--- config.mk ---
export PLATFORM = sky130hd
export DESIGN_NAME = alu_execute
export DESIGN_NICKNAME = d
export VERILOG_FILES = /design/src/rtl/alu_execute.sv
export SDC_FILE = /design/constraint.sdc
export NUM_CORES = 1
export LEC_CHECK = 0
export CORE_MARGIN = 3
export CORE_UTILIZATION = 40
export DETAILED_ROUTE_END_ITERATION = 6
export GPL_TIMING_DRIVEN = 0
export HOLD_SLACK_MARGIN = 0.15
export PLACE_DENSITY = 0.66
export SYNTH_ARGS = -nofsm -noshare
export SYNTH_HDL_FRONTEND = slang
export SYNTH_SLANG_ARGS = --single-unit
--- constraint.sdc ---
create_clock -name clock__i -period 4.78 [get_ports clock__i]
set_input_delay 0.956 -clock clock__i [delete_from_list [all_inputs] [get_ports clock__i]]
set_output_delay 0.956 -clock clock__i [all_outputs]
set_load 0.05 [all_outputs]
--- src/rtl/alu_execute.sv ---
// Registered ALU execute stage with a valid/ready request handshake and a flush input.
// Define ALU_MULT_EN to add the iterative shift-add multiplier (opcode 101).
module alu_execute #(
    parameter int DATA_WIDTH = 32
) (
    input  logic                  clock__i,
    input  logic                  reset__i,
    input  logic                  Valid__i,
    input  logic [2:0]            ALUCtrl__i,
    input  logic [DATA_WIDTH-1:0] OperandA__i,
    input  logic [DATA_WIDTH-1:0] OperandB__i,
    input  logic                  Flush__i,
    output logic                  Ready__o,
    output logic                  Valid__o,
    output logic [DATA_WIDTH-1:0] Result__o,
    output logic                  Zero__o,
    output logic                  Overflow__o
);

    localparam logic [2:0] OP_AND = 3'b000;
    localparam logic [2:0] OP_OR  = 3'b001;
    localparam logic [2:0] OP_ADD = 3'b010;
    localparam logic [2:0] OP_XOR = 3'b011;
    localparam logic [2:0] OP_NOR = 3'b100;
    localparam logic [2:0] OP_MUL = 3'b101;
    localparam logic [2:0] OP_SUB = 3'b110;
    localparam logic [2:0] OP_SLT = 3'b111;
    localparam int MSB = DATA_WIDTH - 1;

    logic                  accept;
    logic                  single_go;
    logic [DATA_WIDTH-1:0] sum;
    logic [DATA_WIDTH-1:0] diff;
    logic [DATA_WIDTH-1:0] alu_res;
    logic                  alu_ovf;
    logic                  valid_q;
    logic [DATA_WIDTH-1:0] result_q;
    logic                  zero_q;
    logic                  ovf_q;

    assign accept = Valid__i && Ready__o && !Flush__i;
    assign sum    = OperandA__i + OperandB__i;
    assign diff   = OperandA__i - OperandB__i;

    always_comb begin
        alu_res = '0;
        alu_ovf = 1'b0;
        case (ALUCtrl__i)
            OP_AND: alu_res = OperandA__i & OperandB__i;
            OP_OR:  alu_res = OperandA__i | OperandB__i;
            OP_XOR: alu_res = OperandA__i ^ OperandB__i;
            OP_NOR: alu_res = ~(OperandA__i | OperandB__i);
            OP_ADD: begin
                alu_res = sum;
                alu_ovf = (OperandA__i[MSB] == OperandB__i[MSB]) &&
                          (sum[MSB] != OperandA__i[MSB]);
            end
            OP_SUB: begin
                alu_res = diff;
                alu_ovf = (OperandA__i[MSB] != OperandB__i[MSB]) &&
                          (diff[MSB] != OperandA__i[MSB]);
            end
            OP_SLT: alu_res = {{(DATA_WIDTH-1){1'b0}},
                               $signed(OperandA__i) < $signed(OperandB__i)};
            default: alu_res = '0;
        endcase
    end

`ifdef ALU_MULT_EN
    localparam int CNT_W = (DATA_WIDTH > 1) ? $clog2(DATA_WIDTH) : 1;
    localparam logic [CNT_W-1:0] CNT_LAST = CNT_W'(DATA_WIDTH - 1);

    typedef enum logic {
        IDLE,
        MULT
    } state_t;

    state_t                state_q;
    state_t                state_d;
    logic                  is_mul;
    logic                  mul_last;
    logic                  mul_done;
    logic [DATA_WIDTH-1:0] acc;
    logic [DATA_WIDTH-1:0] acc_next;
    logic [DATA_WIDTH-1:0] mcand;
    logic [DATA_WIDTH-1:0] mplier;
    logic [CNT_W-1:0]      cnt;

    assign is_mul    = (ALUCtrl__i == OP_MUL);
    assign single_go = accept && !is_mul;
    assign Ready__o  = (state_q == IDLE) && !reset__i;
    assign mul_last  = (cnt == CNT_LAST);
    assign mul_done  = (state_q == MULT) && mul_last && !Flush__i;
    assign acc_next  = acc + (mplier[0] ? mcand : '0);

    always_ff @(posedge clock__i) begin
        if (reset__i) state_q <= IDLE;
        else          state_q <= state_d;
    end

    always_comb begin
        state_d = state_q;
        if (Flush__i) begin
            state_d = IDLE;
        end else begin
            case (state_q)
                IDLE:    if (accept && is_mul) state_d = MULT;
                MULT:    if (mul_last) state_d = IDLE;
                default: state_d = IDLE;
            endcase
        end
    end

    // One multiplier bit per cycle; only the low DATA_WIDTH product bits are kept.
    always_ff @(posedge clock__i) begin
        if (reset__i) begin
            acc    <= '0;
            mcand  <= '0;
            mplier <= '0;
            cnt    <= '0;
        end else if (accept && is_mul) begin
            acc    <= '0;
            mcand  <= OperandA__i;
            mplier <= OperandB__i;
            cnt    <= '0;
        end else if (state_q == MULT) begin
            acc    <= acc_next;
            mcand  <= mcand << 1;
            mplier <= mplier >> 1;
            cnt    <= cnt + 1'b1;
        end
    end
`else
    // Opcode 101 falls through the decoder as a one-cycle zero result.
    assign single_go = accept;
    assign Ready__o  = !reset__i;
`endif

    always_ff @(posedge clock__i) begin
        if (reset__i) begin
            valid_q  <= 1'b0;
            result_q <= '0;
            zero_q   <= 1'b0;
            ovf_q    <= 1'b0;
        end else begin
            valid_q <= 1'b0;
            if (single_go) begin
                valid_q  <= 1'b1;
                result_q <= alu_res;
                zero_q   <= (alu_res == '0);
                ovf_q    <= alu_ovf;
            end
`ifdef ALU_MULT_EN
            else if (mul_done) begin
                valid_q  <= 1'b1;
                result_q <= acc_next;
                zero_q   <= (acc_next == '0);
                ovf_q    <= 1'b0;
            end
`endif
        end
    end

    assign Valid__o    = valid_q;
    assign Result__o   = result_q;
    assign Zero__o     = zero_q;
    assign Overflow__o = ovf_q;

endmodule

==> flow_summary.toml, run 1 <==
[outcome]
status = "finished, final reports clean"

[logic_synthesis]
synthArstFlopShare = 0
synth_compound_area_frac = 0.3700
synth_seq_area_share = 0.09253
yosysUniqueCellTypes = 87
synth_mux_area_frac = 0.03354
synth_edf_count = 0
synth_cells = 1109
synth-simple-area-share = 0.2346
syn_nets = 1281
synth_fa_ha_area_frac = 0.1689
avgSynthCellArea_um2 = 6.828
synth_top_family_by_area = "compound AO/OA/AOI/OAI gates"
yosys_warnings = 0
postSynth.topFlopCell = "dfxtp_1"
ys_ff_latch = 35
synth_xor_area_frac = 0.006940
syn_area_um2 = 7572

[routing]
dr.first_iter.drc_count = 1290
wl_mm = 31.61
wl_per_cell_um = 21.62
drc_errors = 0
num_vias = 9418
drt-vias-per-instance = 6.442
ant_nets = 0
firstDrtPassIters = 7

[flow_run]
max_cap_viol_count = 0

[cts]
cts.sinks = 35
cts_buffers = 5
cts_root_buffer = "clkbuf_16"
cts_buffer_depth = 2
clock_latency_ns = 0.27
clk_pin_slew_ns = 0.05
cts_tree = "done"
h-tree-depth = 2

[critical_path]
critPathKind = "input port to flip-flop"
critPathCaptureType = "flip-flop"
required_ns = 4.92
crit_fanout = 10
cp-start-kind = "input port"
worstPathCellList = "clkdlybuf4s50_1 > clkbuf_1 > clkbuf_2 > clkbuf_2 > clkbuf_1 > mux2i_1 > a31oi_1 > o21ai_0 > a41oi_1 > nor3_1 > a211oi_2 > a211oi_1"
slowest_stage = "clkdlybuf4s50_1"
slowest_delay_ns = 0.54
crit_arrival_ns = 4.85

[timing]
skew_ns = 0
max_freq_mhz = 212.2
final_max_slew_viol_count = 0
hold_viol = 0
period_share = 0.9858
slew_headroom = 0.4065
worstMarginPinSlew_ns = 0.8902
fin_ws_ns = 0.06782
period_minus_slack_ns = 4.712
rsz0062_at_grt = "false"
setup_violations = 0

[place]
dp_slack_ns = -0.5927
dp_cells = 1443
gp_congestion = 1.045
port_buffers = 105
dp_hpwl_mm = 25.21

[power_and_ir_drop]
ir_worst_vdd_mv = 0.1321
p_int_w = 0.0009246
combPwrFrac = 0.638
switching_share = 0.4752
p_leak_nw = 4.048
p_sw_w = 0.0008373
p_seq_frac = 0.183
power_w = 0.001762
p_per_area_nw_per_um2 = 188.1
clockPowerShare = 0.179

[die]
die_x_um = 143.6
rows = 49
fp.dieArea_um2 = 20620
die_height_um = 143.6
ios = 107
start_util = 0.4145
core_um2 = 18270

[final_layout]
areaGrowthSynthToFinish_pct = 23.73
regArea_um2 = 700.7
drive_gt1_frac = 0.09327
layout_commonest_cell = "nor2_1"
fin_cells = 1462
final_util = 0.5128
multi_input_area_um2 = 6361
fillers = 1867
layout_common_cells = "nor2_1 (122), clkdlybuf4s50_1 (102), inv_1 (100)"
fin_nets = 1405
antenna_cells = 0

[grt]
grt_pass1_wl_mm = 48.31
grt_start_max_net_pins = 11
grt_pass1_vias = 8502
gr-total-overflow = 0
grt_usage = 0.2953
antenna_found_initial = 1

[hold_path]
hold_class = "flip-flop to flip-flop"
## metrics by stage
stage | instance area, µm² | hold WS (ns) | setup TNS [ns]
CTS | 9145 | 0.4612 | 0
finish | 9369 | 0.4585 | 0
global placement | 8910 | 0.4453 | -3.371
detailed placement | 8915 | 0.4541 | -2.815
global route | 9369 | 0.5000 | 0
floorplan | 7572 | 0.6754 | 0
## worst paths after layout
check                                                 from                         end  slack, ns  depth (start not counted)
worst max-delay path                         ALUCtrl__i[2]  Result__o[30]$_SDFFE_PP0P_       0.07                         12
worst min-delay path            Result__o[21]$_SDFFE_PP0P_  Result__o[21]$_SDFFE_PP0P_       0.46                          2
worst max register to register        Zero__o$_SDFFE_PP0P_        Zero__o$_SDFFE_PP0P_       4.01                          2
worst min register to register  Result__o[21]$_SDFFE_PP0P_  Result__o[21]$_SDFFE_PP0P_       0.46                          2
## logic make-up (layout without fill, tap and decap cells)
logic type / count (synthesis) / after routing
adders and majority gates: 101 / 101
and+or+nand+nor: 367 / 367
buffers and inverters: 179 / 303
muxes: 25 / 25
DFF: 35 / 35
xor gates and xnor gates: 6 / 6
AOI/OAI and AO/OA: 396 / 396
## synth_stat cells, types with 4 or more instances
cell | instances | area (µm²)
o21a_1 | 6 | 45.04
a311oi_1 | 4 | 35.03
a221oi_1 | 6 | 52.55
o221ai_1 | 16 | 140.1
nor2_1 | 124 | 465.5
a211oi_2 | 5 | 62.56
ha_1 | 99 | 1239
a211o_1 | 6 | 52.55
buf_1 | 5 | 18.77
or2_2 | 10 | 62.56
o21ai_0 | 59 | 295.3
a211oi_1 | 34 | 255.2
a22o_1 | 4 | 35.03
nor3_1 | 39 | 195.2
nand3_1 | 19 | 95.09
a31oi_1 | 12 | 75.07
o22ai_1 | 7 | 43.79
a21o_1 | 15 | 112.6
o31ai_1 | 16 | 120.1
nand2b_1 | 18 | 112.6
a221o_1 | 6 | 60.06
nand2_1 | 77 | 289.0
nand4_1 | 9 | 56.30
or3_1 | 11 | 68.82
nor4_1 | 20 | 125.1
o211ai_1 | 18 | 135.1
clkbuf_1 | 51 | 191.4
nor2b_1 | 12 | 75.07
buf_2 | 14 | 70.07
o21bai_1 | 12 | 90.09
a22oi_1 | 10 | 75.07
dfxtp_1 | 35 | 700.7
mux2i_1 | 22 | 220.2
inv_1 | 101 | 379.1
a21oi_1 | 93 | 465.5
a31o_2 | 5 | 43.79
o211a_1 | 10 | 100.1
xnor2_1 | 5 | 43.79
and3_1 | 8 | 50.05
## cell type report
class,instances,share of cell area
multi-input combinational,895,0.6790
timing repair buffer,119,0.1242
sequential,35,0.07479
inverter,106,0.04247
buffer,71,0.03365
tap,229,0.03058
clock buffer,6,0.01482
clock inverter,1,0.0005342
## registers in the layout, summed over array words and instances, names as in the netlist
| register | cells |
|---|---|
| Overflow__o | 1 |
| Result__o | 32 |
| Valid__o | 1 |
| Zero__o | 1 |
## metal layers
layer | vias to the layer above | track usage | wire length [µm]
met5 | - | 0 | 53
met4 | 2 | 0.07433 | 787
met3 | 79 | 0.05724 | 3869
met2 | 620 | 0.4482 | 13340
met1 | 4388 | 0.4283 | 13560
li1 | 4329 | - | -
## worst max-delay path, delay by kind of cell
kind            cells  cell delay [ns]
buf+inv             5             2.34
compound gates      5             1.28
mux                 1             0.14
simple gates        1             0.11
## power by group through the flow
stage	combinational (W)	clock, W	sequential, W
floorplan	0.000615	0	0.000395
global placement	0.00103	0	0.000327
detailed placement	0.00103	0	0.000328
CTS	0.00105	0.000319	0.000322
global route	0.00120	0.000333	0.000324
finish	0.00112	0.000316	0.000322
## timing repair
item,CTS,global route
setup endpoints to repair,5,7
pin swaps,8,22
hold buffers,0,0
hold endpoints to repair,0,0
resized for setup,15,44
buffers inserted,3,11
No activity file was read; power rests on OpenSTA's default activity.
==> inputs of run 2 (changes only) <==
Settings changed: PLACE_DENSITY 0.66 to 0.68.
==> run 2 against run 1 <==
Compared with the run above:
- cell count did not move
- register-to-register slack barely moved
- sequential power barely moved
- highest routed layer is now met4
==> flow_summary.toml, run 2 (synthesized netlist as in run 1, its figures left out) <==
[grt]
grt_start_max_net_pins = 12
gr-total-overflow = 0
antenna_found_initial = 0
grt_pass1_vias = 8361
grt_usage = 0.2997
grt_pass1_wl_mm = 48.55

[cts]
cts_buffers = 5
h-tree-depth = 2
cts_root_buffer = "clkbuf_16"
cts_tree = "done"
ctsHoldBuffers = 0
clock_latency_ns = 0.27
clk_pin_slew_ns = 0.06
cts.sinks = 35
cts_buffer_depth = 2

[critical_path]
slowest_stage = "nor2_1"
crit_fanout = 10
crit_arrival_ns = 4.91
critPathCaptureType = "flip-flop"
worstPathCellList = "clkdlybuf4s50_1 > clkinv_1 > nor2_1 > nand2_1 > clkbuf_1 > clkbuf_1 > or2_2 > a21oi_2 > nand4b_1 > nor4_2 > a41o_1"
cp-start-kind = "input port"
required_ns = 4.95
critPathMostFrequentCell = "clkbuf_1"
crit_family = "simple AND/OR/NAND/NOR gates"
slowest_delay_ns = 0.67
cp_num_buf_inv = 4
critPathKind = "input port to flip-flop"

[timing]
skew_ns = 0
period_share = 0.9912
setup_violations = 0
holdWs_ns = 0.4538
worstMarginPinSlew_ns = 0.9852
period_minus_slack_ns = 4.738
hold_viol = 0
fin_ws_ns = 0.04208
max_freq_mhz = 211.1
final_max_slew_viol_count = 0
slew_headroom = 0.3376

[die]
die_x_um = 143.6
start_util = 0.4145
fp.dieArea_um2 = 20620
rows = 49
core_um2 = 18270
ios = 107
die_height_um = 143.6

[final_layout]
fillers = 1901
fin_nets = 1404
postLayoutCellArea_um2 = 9368
drive_gt1_frac = 0.09084
final_util = 0.5127
largest_reg_flops = 32
layout_common_cells = "nor2_1 (123), clkdlybuf4s50_1 (105), inv_1 (101)"
antenna_cells = 0
layout_commonest_cell = "nor2_1"
areaGrowthSynthToFinish_pct = 23.71

[flow_run]
max_cap_viol_count = 0

[hold_path]
hold_class = "flip-flop to flip-flop"

[place]
dp_hpwl_mm = 25.99
postPlaceCellArea_um2 = 8926
port_buffers = 105
dp_slack_ns = -0.8055
gp_congestion = 1.006

[power_and_ir_drop]
power_w = 0.001801
clockPowerShare = 0.189
p_leak_nw = 4.021
p_seq_frac = 0.179
p_sw_w = 0.0008589
p_int_w = 0.0009423
p_per_area_nw_per_um2 = 192.3
ir_worst_vdd_mv = 0.1701
combPwrFrac = 0.632
switching_share = 0.4769

[routing]
num_vias = 9461
firstDrtPassIters = 5
wl_per_cell_um = 22.48
wl_mm = 32.87
drt-vias-per-instance = 6.471
ant_nets = 0
dr.first_iter.drc_count = 1233
drc_errors = 0

[outcome]
status = "finished, final reports clean"
-- run 2: cell types whose count changed in the layout (fill, tap and decap cells not counted), moves of 2 or more --
cell and delta:
clkdlybuf4s50_1 +3, nor4_1 -2, dlymetal6s2s_1 -3, buf_4 -2, nor4_2 +2
-- run 2: timing repair --
action,in CTS,in global routing
resized for setup,12,42
buffers inserted,7,5
pin swaps,10,13
setup endpoints to repair,7,7
-- run 2: worst paths after layout --
kind | start | to | slack [ns] | cells past startpoint
setup / recovery | ALUCtrl__i[2] | Zero__o$_SDFFE_PP0P_ | 0.04 | 11
setup reg to reg | Result__o[8]$_SDFFE_PP0P_ | Result__o[8]$_SDFFE_PP0P_ | 4.00 | 2
hold reg to reg | Result__o[21]$_SDFFE_PP0P_ | Result__o[21]$_SDFFE_PP0P_ | 0.45 | 2
hold / removal | Result__o[21]$_SDFFE_PP0P_ | Result__o[21]$_SDFFE_PP0P_ | 0.45 | 2
-- run 2: power groups by stage --
stage | Clock, W | Combinational (W) | Sequential, W
4_1_cts | 0.000339 | 0.00107 | 0.000323
3_5_place_dp | 0 | 0.00104 | 0.000329
2_1_floorplan | 0 | 0.000615 | 0.000395
6_report | 0.000340 | 0.00114 | 0.000323
5_1_grt | 0.000349 | 0.00120 | 0.000325
3_3_place_gp | 0 | 0.00104 | 0.000328
-- run 2: final cells by class --
class / instances / area, µm² / area share
Inverter: 106 / 397.9 / 0.04247
Clock inverter: 1 / 7.507 / 0.0008014
Buffer: 71 / 315.3 / 0.03366
Timing Repair Buffer: 118 / 1152 / 0.1230
Sequential cell: 35 / 700.7 / 0.07480
Multi-Input combinational cell: 895 / 6355 / 0.6784
Tap cell: 229 / 286.5 / 0.03059
Clock buffer: 7 / 152.6 / 0.01629
-- run 2: stage by stage --
stage	setup TNS, ns	instances
floorplan	0	1109
global placement	-4.502	1443
detailed placement	-3.590	1444
CTS	0	1459
global route	-0.03543	1462
finish	0	1462
-- run 2: layer usage --
layer,up-vias,GRT usage,wire (µm)
li1,4322,-,-
met1,4461,0.4329,14500
met2,610,0.4625,13900
met3,68,0.05957,3793
met4,0,0.06293,671
met5,-,0,0
-- run 2: worst reg2reg max path, stage by stage, from the launching register on --
cell and delay [ns]:
dfxtp_1 0.37, nor2_1 0.06, a211oi_1 0.25
==> inputs of run 3 (changes only) <==
Settings changed: ABC_AREA set to 1, PLACE_DENSITY 0.68 to 0.67, SETUP_SLACK_MARGIN set to 0.4.
==> run 3 against run 2 <==
Compared with the run above:
- the run now ends with design-rule violations left
- wire length down 2.0%
- sequential power about the same
- clock-buffer cell count decreased by 1
- register-to-register slack improved by 0.06 ns
- core utilization shrank 2.6 points
- critical path type unchanged
- critical endpoint unchanged
==> flow_summary.toml, run 3 <==
[cts]
clock_latency_ns = 0.27
cts.sinks = 35
cts_buffers = 5
cts_buffer_depth = 2
cts_root_buffer = "clkbuf_16"
ctsHoldBuffers = 0
post_cts_buffers = 0
h-tree-depth = 2
cts_resized = 0
clk_pin_slew_ns = 0.05
cts_tree = "done"

[critical_path]
worstPathCellList = "clkdlybuf4s50_1 > inv_1 > ha_1 > buf_6 > nand2_2 > inv_1 > a21oi_1 > nor2_1 > o21ai_0 > nand4_1 > nand3_1 > nand3_1 > nor2_1 > nand2_1 > nor2_1 > nand3_1 > a21oi_2"
cp_num_buf_inv = 4
crit_arrival_ns = 4.00
slowest_delay_ns = 0.53
slowest_stage = "clkdlybuf4s50_1"
crit_fanout = 10
crit_family = "simple AND/OR/NAND/NOR gates"
required_ns = 4.99
critPathCaptureType = "flip-flop"
critPathKind = "input port to flip-flop"
cp-start-kind = "input port"

[logic_synthesis]
yosys-top-cells-count = "nand2_1 (460), inv_1 (314), nor2_1 (196), nand3_1 (172), ha_1 (99)"
synth_edf_count = 0
postSynth.topFlopCell = "dfxtp_1"
synthDominantCellAreaShare = 0.2069
syn_area_um2 = 8346
synth_cells = 1582
yosysUniqueCellTypes = 44
ys_ff_latch = 35
syn_nets = 1754
netlist_top_cells_area = "nand2_1 (21%), ha_1 (15%), inv_1 (14%), nand3_1 (10%), nor2_1 (8.8%)"
avgSynthCellArea_um2 = 5.275
synth_most_common_cell = "nand2_1"
synth_seq_area_share = 0.08396
netlist.top_cell.by_area = "nand2_1"
synthArstFlopShare = 0
yosys_warnings = 0

[final_layout]
antenna_cells = 0
layout_common_cells = "nand2_1 (460), inv_1 (314), nor2_1 (196)"
largest_reg_flops = 32
drive_gt1_frac = 0.05018
fin_nets = 1865
layout_commonest_cell = "nand2_1"
areaGrowthSynthToFinish_pct = 18.79

[hold_path]
hold_class = "flip-flop to flip-flop"

[timing]
skew_ns = 0
fin_ws_ns = 0.9959
final_max_slew_viol_count = 0
period_share = 0.7917
finalSetupTns_ns = 0
hold_viol = 0
slew_headroom = 0.4062
worstMarginPinSlew_ns = 0.8907
max_freq_mhz = 264.3
rsz0062_at_grt = "false"
period_minus_slack_ns = 3.784
setup_violations = 0

[die]
rows = 52
die_x_um = 150.4
core_um2 = 20360
start_util = 0.4098
die_height_um = 150.4
fp.dieArea_um2 = 22630
ios = 107

[place]
port_buffers = 104
gp_congestion = 0.9703
dp_slack_ns = 0.7566
dp_hpwl_mm = 27.15

[outcome]
violations = "design-rule violations"
status = "complete, but fails checks"

[routing]
top_layer_used = "met4"
met2WireLength_mm = 13.67
ant_nets = 0
dr.first_iter.drc_count = 913
drt-vias-per-instance = 5.173
wl_per_cell_um = 16.39
m1WireLength_mm = 14.75
wl_mm = 32.20
drc_errors = 2
num_vias = 10160
route.met3.wl_mm = 2.915
firstDrtPassIters = 7

[grt]
grt_pass1_vias = 9229
grt_start_max_net_pins = 12
gr-total-overflow = 0
antenna_found_initial = 0
grt_usage = 0.2817
grt_pass1_wl_mm = 49.51

[flow_run]
max_cap_viol_count = 0

[power_and_ir_drop]
p_per_area_nw_per_um2 = 180.9
ir_worst_vdd_mv = 0.1495
p_leak_nw = 5.581
## run 3: changes by cell type after synthesis, sizes merged, moves of 35 or more
cell / delta
nand2: +389
clkbuf: -42
inv: +217
a211oi: -35
a21oi: -48
nand3: +157
nor2: +86
## run 3: area by class of cell
class / count / area, µm²
plain buffers: 52 / 341.6
clock buffers: 6 / 128.9
clock inverters: 2 / 60.06
fillers: 2246 / 10450
inverters: 323 / 1212
multi-input cells: 1172 / 6091
flip-flops and latches: 35 / 700.7
well taps: 270 / 337.8
repair buffers: 104 / 1041
## run 3: through the flow
stage	std cells	util	area (µm²)	hold WS, ns	total power [W]
floorplan	1582	-	8346	0.7056	0.001015
global placement	1956	0.4775	9724	0.4732	0.001351
detailed placement	1956	0.4775	9724	0.4824	0.001360
CTS	1964	0.4868	9913	0.4959	0.001776
global route	1964	0.4868	9913	0.5077	0.001921
finish	1964	0.4868	9913	0.4934	0.001793
## run 3: final timing paths
path | from | endpoint | slack, ns | depth (start not counted)
min reg2reg | Zero__o$_SDFFE_PP0P_ | Zero__o$_SDFFE_PP0P_ | 0.49 | 2
min | Zero__o$_SDFFE_PP0P_ | Zero__o$_SDFFE_PP0P_ | 0.49 | 2
max reg2reg | Result__o[27]$_SDFFE_PP0P_ | Result__o[27]$_SDFFE_PP0P_ | 4.06 | 4
max | OperandA__i[10] | Zero__o$_SDFFE_PP0P_ | 1.0 | 17
## run 3: tightest hold or removal path: stages, from the launching register on
cell     delay (ns)
dfxtp_1        0.31
nand2_1        0.08
a21oi_2        0.05
## run 3: power breakdown
group	switching, W	internal (W)	total [W]
Sequential	0.00000959	0.000311	0.000321
Clock	0.000117	0.000299	0.000416
Combinational	0.000711	0.000345	0.00106
Total	0.000838	0.000955	0.00179
## run 3: logic make-up (layout without fill, tap and decap cells)
logic type | after synthesis | count (layout) | synth area share
simple gates | 912 | 912 | 0.4642
fa+ha+maj | 101 | 101 | 0.1532
compound gates | 156 | 156 | 0.1093
buf+inv | 375 | 487 | 0.1862
flops | 35 | 35 | 0.08396
xor+xnor | 3 | 3 | 0.003149
## run 3: per-layer routing
layer	track usage	vias to the layer above
li1	-	5137
met1	0.4036	4553
met2	0.4438	421
met3	0.03522	49
met4	0.07777	0
met5	0	-
